`src/rtl/fir_pkg.sv`:
```
// rtl/fir_pkg.sv - shared types, constants and helpers for the parametrised FIR filter
// Purpose: FSM state encoding, sample-period budget and the output clamp used
//          when saturation is built in.
// Ports:   none (package)
package fir_pkg;

    typedef enum logic [1:0] {
        IDLE = 2'd0,
        MAC  = 2'd1,
        DONE = 2'd2
    } fir_state_t;

    // 12 MHz / 600 kHz: clocks available between sample strobes.  A full
    // sequence (strobe edge, NTAP MAC edges, DONE edge) must fit inside it.
    localparam int CLKS_PER_SAMPLE = 20;

    // Clamp a sign-extended value into the signed range of an outW-bit word.
    // The caller sign-extends into 64 bits and slices the low outW bits back out.
    function automatic logic signed [63:0] sat_clamp(
        input logic signed [63:0] val,
        input int                 outW
    );
        logic signed [63:0] hiLim;
        logic signed [63:0] loLim;
        hiLim = (64'sd1 <<< (outW - 1)) - 64'sd1;
        loLim = -hiLim - 64'sd1;
        if (val > hiLim) begin
            return hiLim;
        end else if (val < loLim) begin
            return loLim;
        end
        return val;
    endfunction

endpackage

```
`src/rtl/fir_filter_param_if.sv`:
```
// rtl/fir_filter_param_if.sv - sample, coefficient and result bundle of the FIR filter
// Purpose: groups the strobe/sample input, the coefficient write port and the
//          filter result/status outputs.
// Signals: iEnSample_600kHz, iFirIn          sample strobe and signed sample
//          iCoefWe, iCoefAddr, iCoefData      coefficient write port
//          oFirOut, oValid, oBusy, oOverrun   result and status
// Modports: master drives samples/coefficients, slave is the filter.
interface fir_filter_param_if #(
    parameter int IN_W   = 3,
    parameter int COEF_W = 8,
    parameter int NTAP   = 16,
    parameter int OUT_W  = 16
) ();

    logic                        iEnSample_600kHz;
    logic signed [IN_W-1:0]      iFirIn;
    logic                        iCoefWe;
    logic [$clog2(NTAP)-1:0]     iCoefAddr;
    logic signed [COEF_W-1:0]    iCoefData;
    logic signed [OUT_W-1:0]     oFirOut;
    logic                        oValid;
    logic                        oBusy;
    logic                        oOverrun;

    modport master (
        output iEnSample_600kHz,
        output iFirIn,
        output iCoefWe,
        output iCoefAddr,
        output iCoefData,
        input  oFirOut,
        input  oValid,
        input  oBusy,
        input  oOverrun
    );

    modport slave (
        input  iEnSample_600kHz,
        input  iFirIn,
        input  iCoefWe,
        input  iCoefAddr,
        input  iCoefData,
        output oFirOut,
        output oValid,
        output oBusy,
        output oOverrun
    );

endinterface

```
`src/rtl/fir_mac.sv`:
```
// rtl/fir_mac.sv - registered signed multiply-accumulate datapath, one tap per clock
// Purpose: acc <= 0 on iClear, acc <= acc + tap*coef on iEn (full ACC_W signed).
// Ports:   iClk_12MHz  clock
//          iRst        asynchronous active-high reset, clears acc
//          iClear      synchronous clear (takes priority over iEn)
//          iEn         accumulate this clock
//          iTap        signed sample operand (IN_W)
//          iCoef       signed coefficient operand (COEF_W)
//          oAcc        signed accumulator (ACC_W)
module fir_mac #(
    parameter int IN_W   = 3,
    parameter int COEF_W = 8,
    parameter int ACC_W  = 15
) (
    input  logic                     iClk_12MHz,
    input  logic                     iRst,
    input  logic                     iClear,
    input  logic                     iEn,
    input  logic signed [IN_W-1:0]   iTap,
    input  logic signed [COEF_W-1:0] iCoef,
    output logic signed [ACC_W-1:0]  oAcc
);

    logic signed [ACC_W-1:0] tapExt;
    logic signed [ACC_W-1:0] coefExt;
    logic signed [ACC_W-1:0] product;

    // Sign-extend both operands to the accumulator width first so the product
    // is computed signed at full precision; ACC_W always covers IN_W+COEF_W.
    always_comb begin
        tapExt  = ACC_W'(iTap);
        coefExt = ACC_W'(iCoef);
        product = tapExt * coefExt;
    end

    always_ff @(posedge iClk_12MHz or posedge iRst) begin
        if (iRst) begin
            oAcc <= '0;
        end else if (iClear) begin
            oAcc <= '0;
        end else if (iEn) begin
            oAcc <= oAcc + product;
        end
    end

endmodule

```
`src/rtl/fir_filter_param.sv`:
```
// rtl/fir_filter_param.sv - time-multiplexed parametrised FIR filter, one tap per clock
// Purpose: on each sample strobe shifts the delay line and runs NTAP MAC clocks
//          through a single multiplier, then publishes the scaled and sized
//          accumulator.  Coefficients are runtime-loadable while idle.
// Build option: define FIR_SAT_EN to clamp the output instead of wrapping.
// Ports:   iClk_12MHz  12 MHz system clock
//          iRst        asynchronous active-high reset
//          firBus      fir_filter_param_if.slave: strobe/sample in, coefficient
//                      write port, oFirOut/oValid/oBusy/oOverrun out
module fir_filter_param
    import fir_pkg::*;
#(
    parameter int IN_W   = 3,
    parameter int COEF_W = 8,
    parameter int NTAP   = 16,
    parameter int OUT_W  = 16,
    parameter int SHIFT  = 0
) (
    input  logic             iClk_12MHz,
    input  logic             iRst,
    fir_filter_param_if.slave firBus
);

    localparam int ACC_W = IN_W + COEF_W + $clog2(NTAP);
    localparam int KW    = $clog2(NTAP);

    fir_state_t               state;
    logic [KW-1:0]            k;
    logic signed [IN_W-1:0]   taps  [NTAP];
    logic signed [COEF_W-1:0] coefs [NTAP];
    logic signed [ACC_W-1:0]  acc;
    logic signed [OUT_W-1:0]  firOut;
    logic                     valid;
    logic                     busy;
    logic                     overrun;

    logic                     macClear;
    logic                     macEn;
    logic                     coefWrite;
    logic signed [ACC_W-1:0]  accShift;
    logic signed [63:0]       accWide;
    logic signed [63:0]       accClamped;
    logic signed [OUT_W-1:0]  sizedOut;

    // Accumulator clear coincides with the strobe edge so the first MAC clock
    // starts from zero; tap k is consumed on the edge that advances k.
    assign macClear  = (state == IDLE) && firBus.iEnSample_600kHz;
    assign macEn     = (state == MAC);
    assign coefWrite = (state == IDLE) && firBus.iCoefWe
                       && (int'(firBus.iCoefAddr) < NTAP);

    fir_mac #(
        .IN_W   (IN_W),
        .COEF_W (COEF_W),
        .ACC_W  (ACC_W)
    ) uMac (
        .iClk_12MHz (iClk_12MHz),
        .iRst       (iRst),
        .iClear     (macClear),
        .iEn        (macEn),
        .iTap       (taps[k]),
        .iCoef      (coefs[k]),
        .oAcc       (acc)
    );

    // Scale then size.  Going through a 64-bit sign-extended copy makes the
    // OUT_W >= ACC_W case a plain sign extension and OUT_W < ACC_W a wrap.
    always_comb begin
        accShift   = acc >>> SHIFT;
        accWide    = 64'(accShift);
        accClamped = sat_clamp(accWide, OUT_W);
`ifdef FIR_SAT_EN
        sizedOut   = OUT_W'(accClamped);
`else
        sizedOut   = OUT_W'(accWide);
`endif
    end

    always_ff @(posedge iClk_12MHz or posedge iRst) begin
        if (iRst) begin
            state   <= IDLE;
            k       <= '0;
            firOut  <= '0;
            valid   <= 1'b0;
            busy    <= 1'b0;
            overrun <= 1'b0;
            for (int i = 0; i < NTAP; i++) begin
                taps[i]  <= '0;
                coefs[i] <= '0;
            end
        end else begin
            valid   <= 1'b0;
            overrun <= 1'b0;
            case (state)
                IDLE: begin
                    // A write on the strobe edge lands before MAC reads it.
                    if (coefWrite) begin
                        coefs[firBus.iCoefAddr] <= firBus.iCoefData;
                    end
                    if (firBus.iEnSample_600kHz) begin
                        taps[0] <= firBus.iFirIn;
                        for (int i = 1; i < NTAP; i++) begin
                            taps[i] <= taps[i-1];
                        end
                        k     <= '0;
                        busy  <= 1'b1;
                        state <= MAC;
                    end
                end
                MAC: begin
                    // Samples arriving mid-sequence are dropped, not queued.
                    if (firBus.iEnSample_600kHz) begin
                        overrun <= 1'b1;
                    end
                    if (k == KW'(NTAP - 1)) begin
                        state <= DONE;
                    end
                    k <= k + 1'b1;
                end
                DONE: begin
                    if (firBus.iEnSample_600kHz) begin
                        overrun <= 1'b1;
                    end
                    firOut <= sizedOut;
                    valid  <= 1'b1;
                    busy   <= 1'b0;
                    k      <= '0;
                    state  <= IDLE;
                end
                default: begin
                    state <= IDLE;
                    busy  <= 1'b0;
                end
            endcase
        end
    end

    assign firBus.oFirOut  = firOut;
    assign firBus.oValid   = valid;
    assign firBus.oBusy    = busy;
    assign firBus.oOverrun = overrun;

endmodule

```
`src/flat_wrapper.sv`:
```
// flat-port wrapper written by rule: the top's interface ports become plain ports
module fir_filter_param_flat import fir_pkg::*;
#(
    parameter int IN_W   = 3,
    parameter int COEF_W = 8,
    parameter int NTAP   = 16,
    parameter int OUT_W  = 16,
    parameter int SHIFT  = 0
)
  (iClk_12MHz, iRst, firBus_iEnSample_600kHz, firBus_iFirIn, firBus_iCoefWe, firBus_iCoefAddr, firBus_iCoefData, firBus_oFirOut, firBus_oValid, firBus_oBusy, firBus_oOverrun);
  fir_filter_param_if #(.IN_W(IN_W), .COEF_W(COEF_W), .NTAP(NTAP), .OUT_W(OUT_W)) firBus_i ();
  input  logic iClk_12MHz;
  input  logic iRst;
  input wire logic [$bits(firBus_i.iEnSample_600kHz)-1:0] firBus_iEnSample_600kHz;
  input wire logic [$bits(firBus_i.iFirIn)-1:0] firBus_iFirIn;
  input wire logic [$bits(firBus_i.iCoefWe)-1:0] firBus_iCoefWe;
  input wire logic [$bits(firBus_i.iCoefAddr)-1:0] firBus_iCoefAddr;
  input wire logic [$bits(firBus_i.iCoefData)-1:0] firBus_iCoefData;
  output wire logic [$bits(firBus_i.oFirOut)-1:0] firBus_oFirOut;
  output wire logic [$bits(firBus_i.oValid)-1:0] firBus_oValid;
  output wire logic [$bits(firBus_i.oBusy)-1:0] firBus_oBusy;
  output wire logic [$bits(firBus_i.oOverrun)-1:0] firBus_oOverrun;
  assign firBus_i.iEnSample_600kHz = firBus_iEnSample_600kHz;
  assign firBus_i.iFirIn = firBus_iFirIn;
  assign firBus_i.iCoefWe = firBus_iCoefWe;
  assign firBus_i.iCoefAddr = firBus_iCoefAddr;
  assign firBus_i.iCoefData = firBus_iCoefData;
  assign firBus_oFirOut = firBus_i.oFirOut;
  assign firBus_oValid = firBus_i.oValid;
  assign firBus_oBusy = firBus_i.oBusy;
  assign firBus_oOverrun = firBus_i.oOverrun;
  fir_filter_param #(.IN_W(IN_W), .COEF_W(COEF_W), .NTAP(NTAP), .OUT_W(OUT_W), .SHIFT(SHIFT)) u_core (.iClk_12MHz(iClk_12MHz), .iRst(iRst), .firBus(firBus_i));
endmodule
```
`config.mk`:
```
export PLATFORM = sky130hd
export DESIGN_NAME = fir_filter_param_flat
export DESIGN_NICKNAME = d
export VERILOG_FILES = /design/src/rtl/fir_pkg.sv /design/src/rtl/fir_filter_param_if.sv /design/src/rtl/fir_mac.sv /design/src/rtl/fir_filter_param.sv /design/src/flat_wrapper.sv
export SDC_FILE = /design/constraint.sdc
export NUM_CORES = 1
export LEC_CHECK = 0
export BUFFER_PORTS_ARGS = -buffer_cell sky130_fd_sc_hd__buf_2
export CAP_MARGIN = 20
export CORE_ASPECT_RATIO = 0.75
export CORE_UTILIZATION = 32
export DETAILED_ROUTE_END_ITERATION = 6
export GPL_TIMING_DRIVEN = 0
export PLACE_DENSITY = 0.56
export SKIP_CTS_REPAIR_TIMING = 1
export SYNTH_ARGS = -nofsm -noshare
export SYNTH_HDL_FRONTEND = slang
export SYNTH_SLANG_ARGS = --single-unit
```
`constraint.sdc`:
```
create_clock -name iClk_12MHz -period 11.55 [get_ports iClk_12MHz]
set_clock_uncertainty 0.05 [all_clocks]
set_input_delay 1.155 -clock iClk_12MHz [delete_from_list [all_inputs] [get_ports iClk_12MHz]]
set_output_delay 1.155 -clock iClk_12MHz [all_outputs]
set_load 0.005 [all_outputs]
```
# Yosys cells after proc, flatten, opt, wreduce, memory -nomap -nowiden
# Cells that the tools add are included.
# op_classes
n_div	0
n_addsub	2
reduce_logical	12
muxes	21
eq_ne	5
magnitude_cmp	3
multipliers	1
shift	0
bitwise	3
# op_table
cell	count
128-bit bitwise mux	1
8-bit binary-select mux with 4-bit select	1
8-bit demux with 4-bit select	1
15-bit two-way mux	2
8-bit two-way mux	3
15-bit by 11-bit adder with 15-bit output	1
3-bit binary-select mux with 4-bit select	1
4-bit case mux with 3 select lines	1
3-bit by 8-bit multiplier with 11-bit output	1
5-bit greater-or-equal comparator, second input constant	2
4-bit NOT with 5-bit output	2
2-bit AND reduction	5
3-bit two-way mux	2
5-bit by 1-bit < comparator with 1-bit output, second input constant	1
4-bit by 1-bit adder with 4-bit output, second input constant	1
4-bit == test, second input constant	1
1-bit two-way mux	4
2-bit two-way mux	2
4-bit two-way mux	1
2-bit inequality test, second input constant	2
2-bit case mux with 2 select lines	1
1-bit logical AND	3
3-bit nonzero test	1
2-bit by 1-bit == test with 1-bit output, second input constant	1
other kinds (6)	6
# word_totals
wordCells	86
n_memories	0
ff_bits	215
latchBits	0
mem_bits_ro	0
ramBits	0

# Depth between registers and ports, before layout
# logic_depth
word_depth	8
mapped_depth	21
mapped_depth_nobuf	19

# Hierarchy
# From an unflattened synthesis, not the netlist that was laid out.
# hier_totals
cells_unflattened	836
area_unflattened_um2	11220.8
# modules_own_cells
module	seq_area_each_um2	cells_per_inst	area_per_inst_um2	n_inst
fir_filter_param	5004.8	621	9181.3	1
fir_mac	375.4	215	2039.5	1

# Worst setup path before layout
# OpenSTA, ideal clock, no wires.
# synth_path
path_kind	register -> register
start	reg u_core.k[0]
end	reg u_core.uMac.oAcc[14]
setup_slack_ns	6.561
stages_incl_launch_ff	20
setup_time_ns	0.122
period_less_slack_ns	4.989
t_arrival_ns	4.816
required_time_ns	11.378
path_cell_list	dfrtp_1 -> buf_6 -> buf_6 -> mux4_2 -> mux2_2 -> nor3b_1 -> a31oi_1 -> fa_1 -> fa_1 -> fa_1 -> inv_1 -> ha_1 -> inv_1 -> fa_1 -> nor2b_1 -> o31a_1 -> o31ai_2 -> a21oi_1 -> mux2_2 -> mux2i_1
# synth_between
elab_chain_len	8
word_cells_on_any_way	11
cone_classes	add/sub: 1; mul: 1; mux: 8; bitwise: 1
# synth_lines
element	line	rtl
start: declaration	fir_filter_param.sv:28	logic [KW-1:0] k;
start signal: assignment	fir_filter_param.sv:118	k <= k + 1'b1;
4-bit NOT with 5-bit output (implied by the code) *	fir_filter_param.sv:61, fir_filter_param.sv:62	
3-bit binary-select mux with 4-bit select or 8-bit binary-select mux with 4-bit select (tied branches)	fir_filter_param.sv:61, fir_filter_param.sv:62	
3-bit two-way mux (implied by the code) or 8-bit two-way mux (tied branches) (2 in a row)	fir_filter_param.sv:61, fir_filter_param.sv:62	
3-bit by 8-bit multiplier with 11-bit output *	fir_mac.sv:33	product = tapExt * coefExt;
15-bit by 11-bit adder with 15-bit output *	fir_mac.sv:42	oAcc <= oAcc + product;
15-bit two-way mux *	fir_mac.sv:41	end else if (iEn) begin
15-bit two-way mux *	fir_mac.sv:39	end else if (iClear) begin
end signal: assignment	fir_mac.sv:42	
end: declaration	fir_mac.sv:21	output logic signed [ACC_W-1:0] oAcc
# Every way passes the cells marked *; elsewhere a longest branch is shown, timed or not. The select of a mux whose other input is x is not followed.
# A chain may end at the register's enable or synchronous reset.

# Worst setup path after layout
# layout_path
start	reg u_core.k[1]
end	reg u_core.uMac.oAcc[10]
# The elaborated chain is that of the path after synthesis.

==> load_flow_metrics.sql <==
INSERT INTO impl_metrics (metric_group, metric, value, unit) VALUES
('detailed_routing', 'topRoutingLayerUsed', 'met4', ''),
('run', 'maxCapViolCount', '0', ''),
('synth', 'yosys.area.top_type_share', '0.485', ''),
('sta', 'finalHoldViolCount', '0', ''),
('placement', 'dp_hpwl', '18000', 'um'),
('sta', 'rsz0062_at_grt', 'false', ''),
('sta', 'finalHoldWorstSlack', '0.426', 'ns'),
('synth', 'synthFlopType', 'sky130_fd_sc_hd__dfrtp_1', ''),
('detailed_routing', 'drt-vias-per-instance', '4.88', ''),
('floorplanning', 'floorplan.die.width', '217', 'um'),
('detailed_routing', 'wl_met2', '10800', 'um'),
('sta', 'clock.fmax', '171', 'MHz'),
('synth', 'postSynthAreaPerCell', '12.2', 'um2'),
('synth', 'netlist_instances', '908', ''),
('sta', 'slew_violations', '0', ''),
('global_route', 'grt_pass1_vias', '7156', ''),
('layout', 'layout.nets', '1045', ''),
('worst_setup_path', 'critPathArrivalTime', '6.19', 'ns'),
('synth', 'synth_top_cells_by_area', 'sky130_fd_sc_hd__dfrtp_1 48%, sky130_fd_sc_hd__mux2_2 16%, sky130_fd_sc_hd__mux4_2 8.9%', ''),
('sta', 'minimum_setup_slack_in_the_final_design', '5.69', 'ns'),
('placement', 'pre_cts_ws', '5.65', 'ns'),
('global_route', 'grt_max_degree', '119', ''),
('worst_setup_path', 'worst-path-max-fanout', '10', ''),
('global_route', 'grt_antenna_before_repair', '3', ''),
('global_route', 'total_global_routing_track_utilization', '0.151', ''),
('layout', 'syn2layout_area_growth', '13.7', '%'),
('worst_setup_path', 'required', '11.89', 'ns'),
('synth', 'ys_types', '50', ''),
('floorplanning', 'floorplan.initialDensity', '0.328', ''),
('detailed_routing', 'wl_per_cell', '17.7', 'um'),
('detailed_routing', 'via_count', '7016', ''),
('cts', 'clockBufferDepth', '3', ''),
('detailed_routing', 'first_drt_iteration_drcs', '488', ''),
('layout', 'post_route_cells_drive_above_1_share', '0.300', ''),
('cts', 'clock_latency', '0.52', 'ns'),
('power_and_ir_drop', 'power.static_leakage', '5.87', 'nW'),
('synth', 'synthDominantAreaCellType', 'sky130_fd_sc_hd__dfrtp_1', ''),
('worst_setup_path', 'crit_end_category', 'flop', ''),
('sta', 'min_period_over_period', '0.507', ''),
('worst_setup_path', 'critical_path_class', 'reg2reg', ''),
('sta', 'maxSlewHeadroom', '0.312', ''),
('synth', 'synth_area', '11100', 'um2'),
('sta', 'setup_viol', '0', ''),
('layout', 'finish.instance_area', '12600', 'um2'),
('floorplanning', 'std_cell_rows', '58', ''),
('sta', 'tightest_slew', '1.03', 'ns'),
('detailed_routing', 'm1WireLength', '12900', 'um'),
('floorplanning', 'fp.dieArea', '35400', 'um2'),
('power_and_ir_drop', 'power.density_cell_area', '322', 'nW/um2'),
('synth', 'synthesized_flop_and_latch_total', '215', ''),
('placement', 'place_congestion', '0.849', ''),
('cts', 'cts_root_buf', 'sky130_fd_sc_hd__clkbuf_16', ''),
('global_route', 'grt_first_pass_wirelength', '41600', 'um'),
('sta', 'post-route-min-period', '5.86', 'ns'),
('cts', 'clock_tree.htree_level_count', '1', ''),
('hold_path', 'hp-class', 'reg2reg', ''),
('detailed_routing', 'route.antenna.remaining_nets', '0', ''),
('global_route', 'global_route.overflow_total', '0', ''),
('cts', 'cts_sinks', '215', ''),
('layout', 'post-route-util', '0.373', ''),
('cts', 'tritoncts', 'done', ''),
('placement', 'post_dp_cell_area', '11900', 'um2'),
('synth', 'synth-seq-area-share', '0.485', ''),
('floorplanning', 'pin_count', '38', ''),
('synth', 'synth_edf_count', '0', ''),
('detailed_routing', 'route.met3.wl', '1370', 'um'),
('synth', 'asyncSetResetFlopFracSynth', '1.00', ''),
('detailed_routing', 'postRouteWirelength', '25400', 'um'),
('detailed_routing', 'detail_route.drc_violations', '0', ''),
('cts', 'clkTransAtPathRegs', '0.06', 'ns'),
('floorplanning', 'core', '33800', 'um2'),
('placement', 'port_buffers', '36', ''),
('detailed_routing', 'drt-pass1-iter-count', '4', ''),
('worst_setup_path', 'crit_path_start_kind', 'flop', ''),
('cts', 'numCtsBuffers', '23', ''),
('outcome', 'run_status', 'completed', ''),
('floorplanning', 'die_h', '163', 'um'),
('sta', 'tns', '0', 'ns'),
('synth', 'yosys_warnings', '0', ''),
('power_and_ir_drop', 'max-vdd-ir-drop', '0.174', 'mV'),
('synth', 'synth_nets', '982', '');
critical path, cell delays in order (launching register included):
cell                        delay, ns
sky130_fd_sc_hd__dfrtp_1         0.34
sky130_fd_sc_hd__buf_2           0.24
sky130_fd_sc_hd__buf_1           0.72
sky130_fd_sc_hd__mux2i_1         0.69
sky130_fd_sc_hd__nor3b_1         0.11
sky130_fd_sc_hd__a31oi_1         0.25
sky130_fd_sc_hd__fa_1            0.48
sky130_fd_sc_hd__fa_1            0.55
sky130_fd_sc_hd__fa_1            0.42
sky130_fd_sc_hd__inv_1           0.07
sky130_fd_sc_hd__ha_1            0.16
sky130_fd_sc_hd__inv_1           0.05
sky130_fd_sc_hd__fa_1            0.37
sky130_fd_sc_hd__nor2b_1         0.20
sky130_fd_sc_hd__o31a_1          0.22
sky130_fd_sc_hd__o21a_1          0.16
sky130_fd_sc_hd__o211ai_1        0.10
sky130_fd_sc_hd__and4b_1         0.21
sky130_fd_sc_hd__a2111oi_1       0.32
logic make-up after synthesis:
| kind of cell | count (synthesis) | share of synthesized area |
|---|---|---|
| compound gates | 67 | 0.0365 |
| buf+inv | 81 | 0.0316 |
| flops | 215 | 0.485 |
| xor+xnor | 3 | 0.00237 |
| simple gates | 270 | 0.106 |
| mux | 217 | 0.263 |
| fa+ha+maj | 55 | 0.0762 |
cells in the final DEF (no fill, tap or decap), types with 4 or more instances in the layout:
cell | netlist | routed
sky130_fd_sc_hd__a21oi_1 | 26 | 26
sky130_fd_sc_hd__nor3_1 | 5 | 5
sky130_fd_sc_hd__nor2_1 | 41 | 41
sky130_fd_sc_hd__fa_1 | 21 | 21
sky130_fd_sc_hd__ha_1 | 34 | 34
sky130_fd_sc_hd__clkbuf_16 | 0 | 23
sky130_fd_sc_hd__nand2_1 | 168 | 168
sky130_fd_sc_hd__buf_1 | 6 | 6
sky130_fd_sc_hd__nand3b_1 | 5 | 5
sky130_fd_sc_hd__dfrtp_1 | 215 | 215
sky130_fd_sc_hd__mux2i_1 | 18 | 18
sky130_fd_sc_hd__clkbuf_1 | 31 | 35
sky130_fd_sc_hd__mux4_2 | 44 | 44
sky130_fd_sc_hd__nand3_1 | 9 | 9
sky130_fd_sc_hd__nor2b_1 | 9 | 9
sky130_fd_sc_hd__o21a_1 | 4 | 4
sky130_fd_sc_hd__mux2_2 | 155 | 155
sky130_fd_sc_hd__nand2b_1 | 9 | 9
sky130_fd_sc_hd__buf_2 | 7 | 43
sky130_fd_sc_hd__or3_1 | 4 | 4
sky130_fd_sc_hd__inv_1 | 30 | 29
sky130_fd_sc_hd__buf_6 | 4 | 4
sky130_fd_sc_hd__clkinv_2 | 0 | 4
sky130_fd_sc_hd__o21ai_0 | 14 | 14
sky130_fd_sc_hd__clkbuf_8 | 0 | 7
worst paths after layout:
check,start,depth (start not counted),slack [ns],to
hold / removal,u_core.taps[1]$_DFFE_PP0P_,2,0.43,u_core.taps[1]$_DFFE_PP0P_
max in group asynchronous,iRst,3,9.71,u_core.firBus.oFirOut[0]$_DFFE_PP0P_
setup reg to reg,u_core.k[1]$_DFFE_PP0P_,18,5.69,u_core.uMac.oAcc[10]$_DFFE_PP0P_
hold reg to reg,u_core.taps[1]$_DFFE_PP0P_,2,0.43,u_core.taps[1]$_DFFE_PP0P_
min in group asynchronous,iRst,2,0.66,u_core.taps[35]$_DFFE_PP0P_
setup / recovery,u_core.k[1]$_DFFE_PP0P_,18,5.69,u_core.uMac.oAcc[10]$_DFFE_PP0P_
report_power, final:
part	internal, W	switching (W)	total, W
combinational	0.00101	0.00112	0.00213
sequential	0.00105	0.000165	0.00121
clock	0.000413	0.000313	0.000726
total	0.00247	0.00160	0.00407
layer usage:
layer | vias to the layer above | global-route usage
li1 | 3301 | -
met4 | 0 | 0.0282
met1 | 3574 | 0.233
met3 | 35 | 0.0317
met2 | 106 | 0.217
met5 | - | 0
flip-flops by register name, summed over array words and instances (netlist names):
signal / flops
u_core.firBus.oFirOut: 15
u_core.firBus.oValid: 1
u_core.taps: 48
u_core.state: 2
u_core.firBus.oBusy: 1
u_core.coefs: 128
u_core.uMac.oAcc: 15
u_core.k: 4
u_core.firBus.oOverrun: 1
final cells by class:
class,count,area [um2]
antenna,2,5.00
multi-input combinational,612,5370
sequential,215,5380
clock inverter,7,47.5
tap,450,563
buffer,50,234
inverter,31,124
fill,3318,21200
timing repair buffer,38,215
clock buffer,34,687
through the flow:
| stage | std cells | total power [W] |
|---|---|---|
| final | 1439 | 0.00407 |
| after global routing | 1437 | 0.00447 |
| after CTS | 1437 | 0.00412 |
| after detailed placement | 1396 | 0.00336 |
| after global placement | 1394 | 0.00332 |
| after floorplan | 908 | 0.00286 |
cells in the mapped netlist (all sizes together), types with 3 or more instances:
cell type	n
o21a	4
nand3b	5
mux2	155
inv	30
a31oi	3
nor2	44
mux2i	18
nand2b	9
nor2b	9
clkbuf	31
fa	21
nand2	168
ha	34
nand3	9
xnor2	3
a21o	3
buf	19
mux4	44
o31ai	3
nor3	5
dfrtp	215
nor3b	3
or3	4
and2	3
a21oi	26
o21ai	19
Note: power is estimated with default switching activity, not from simulation.
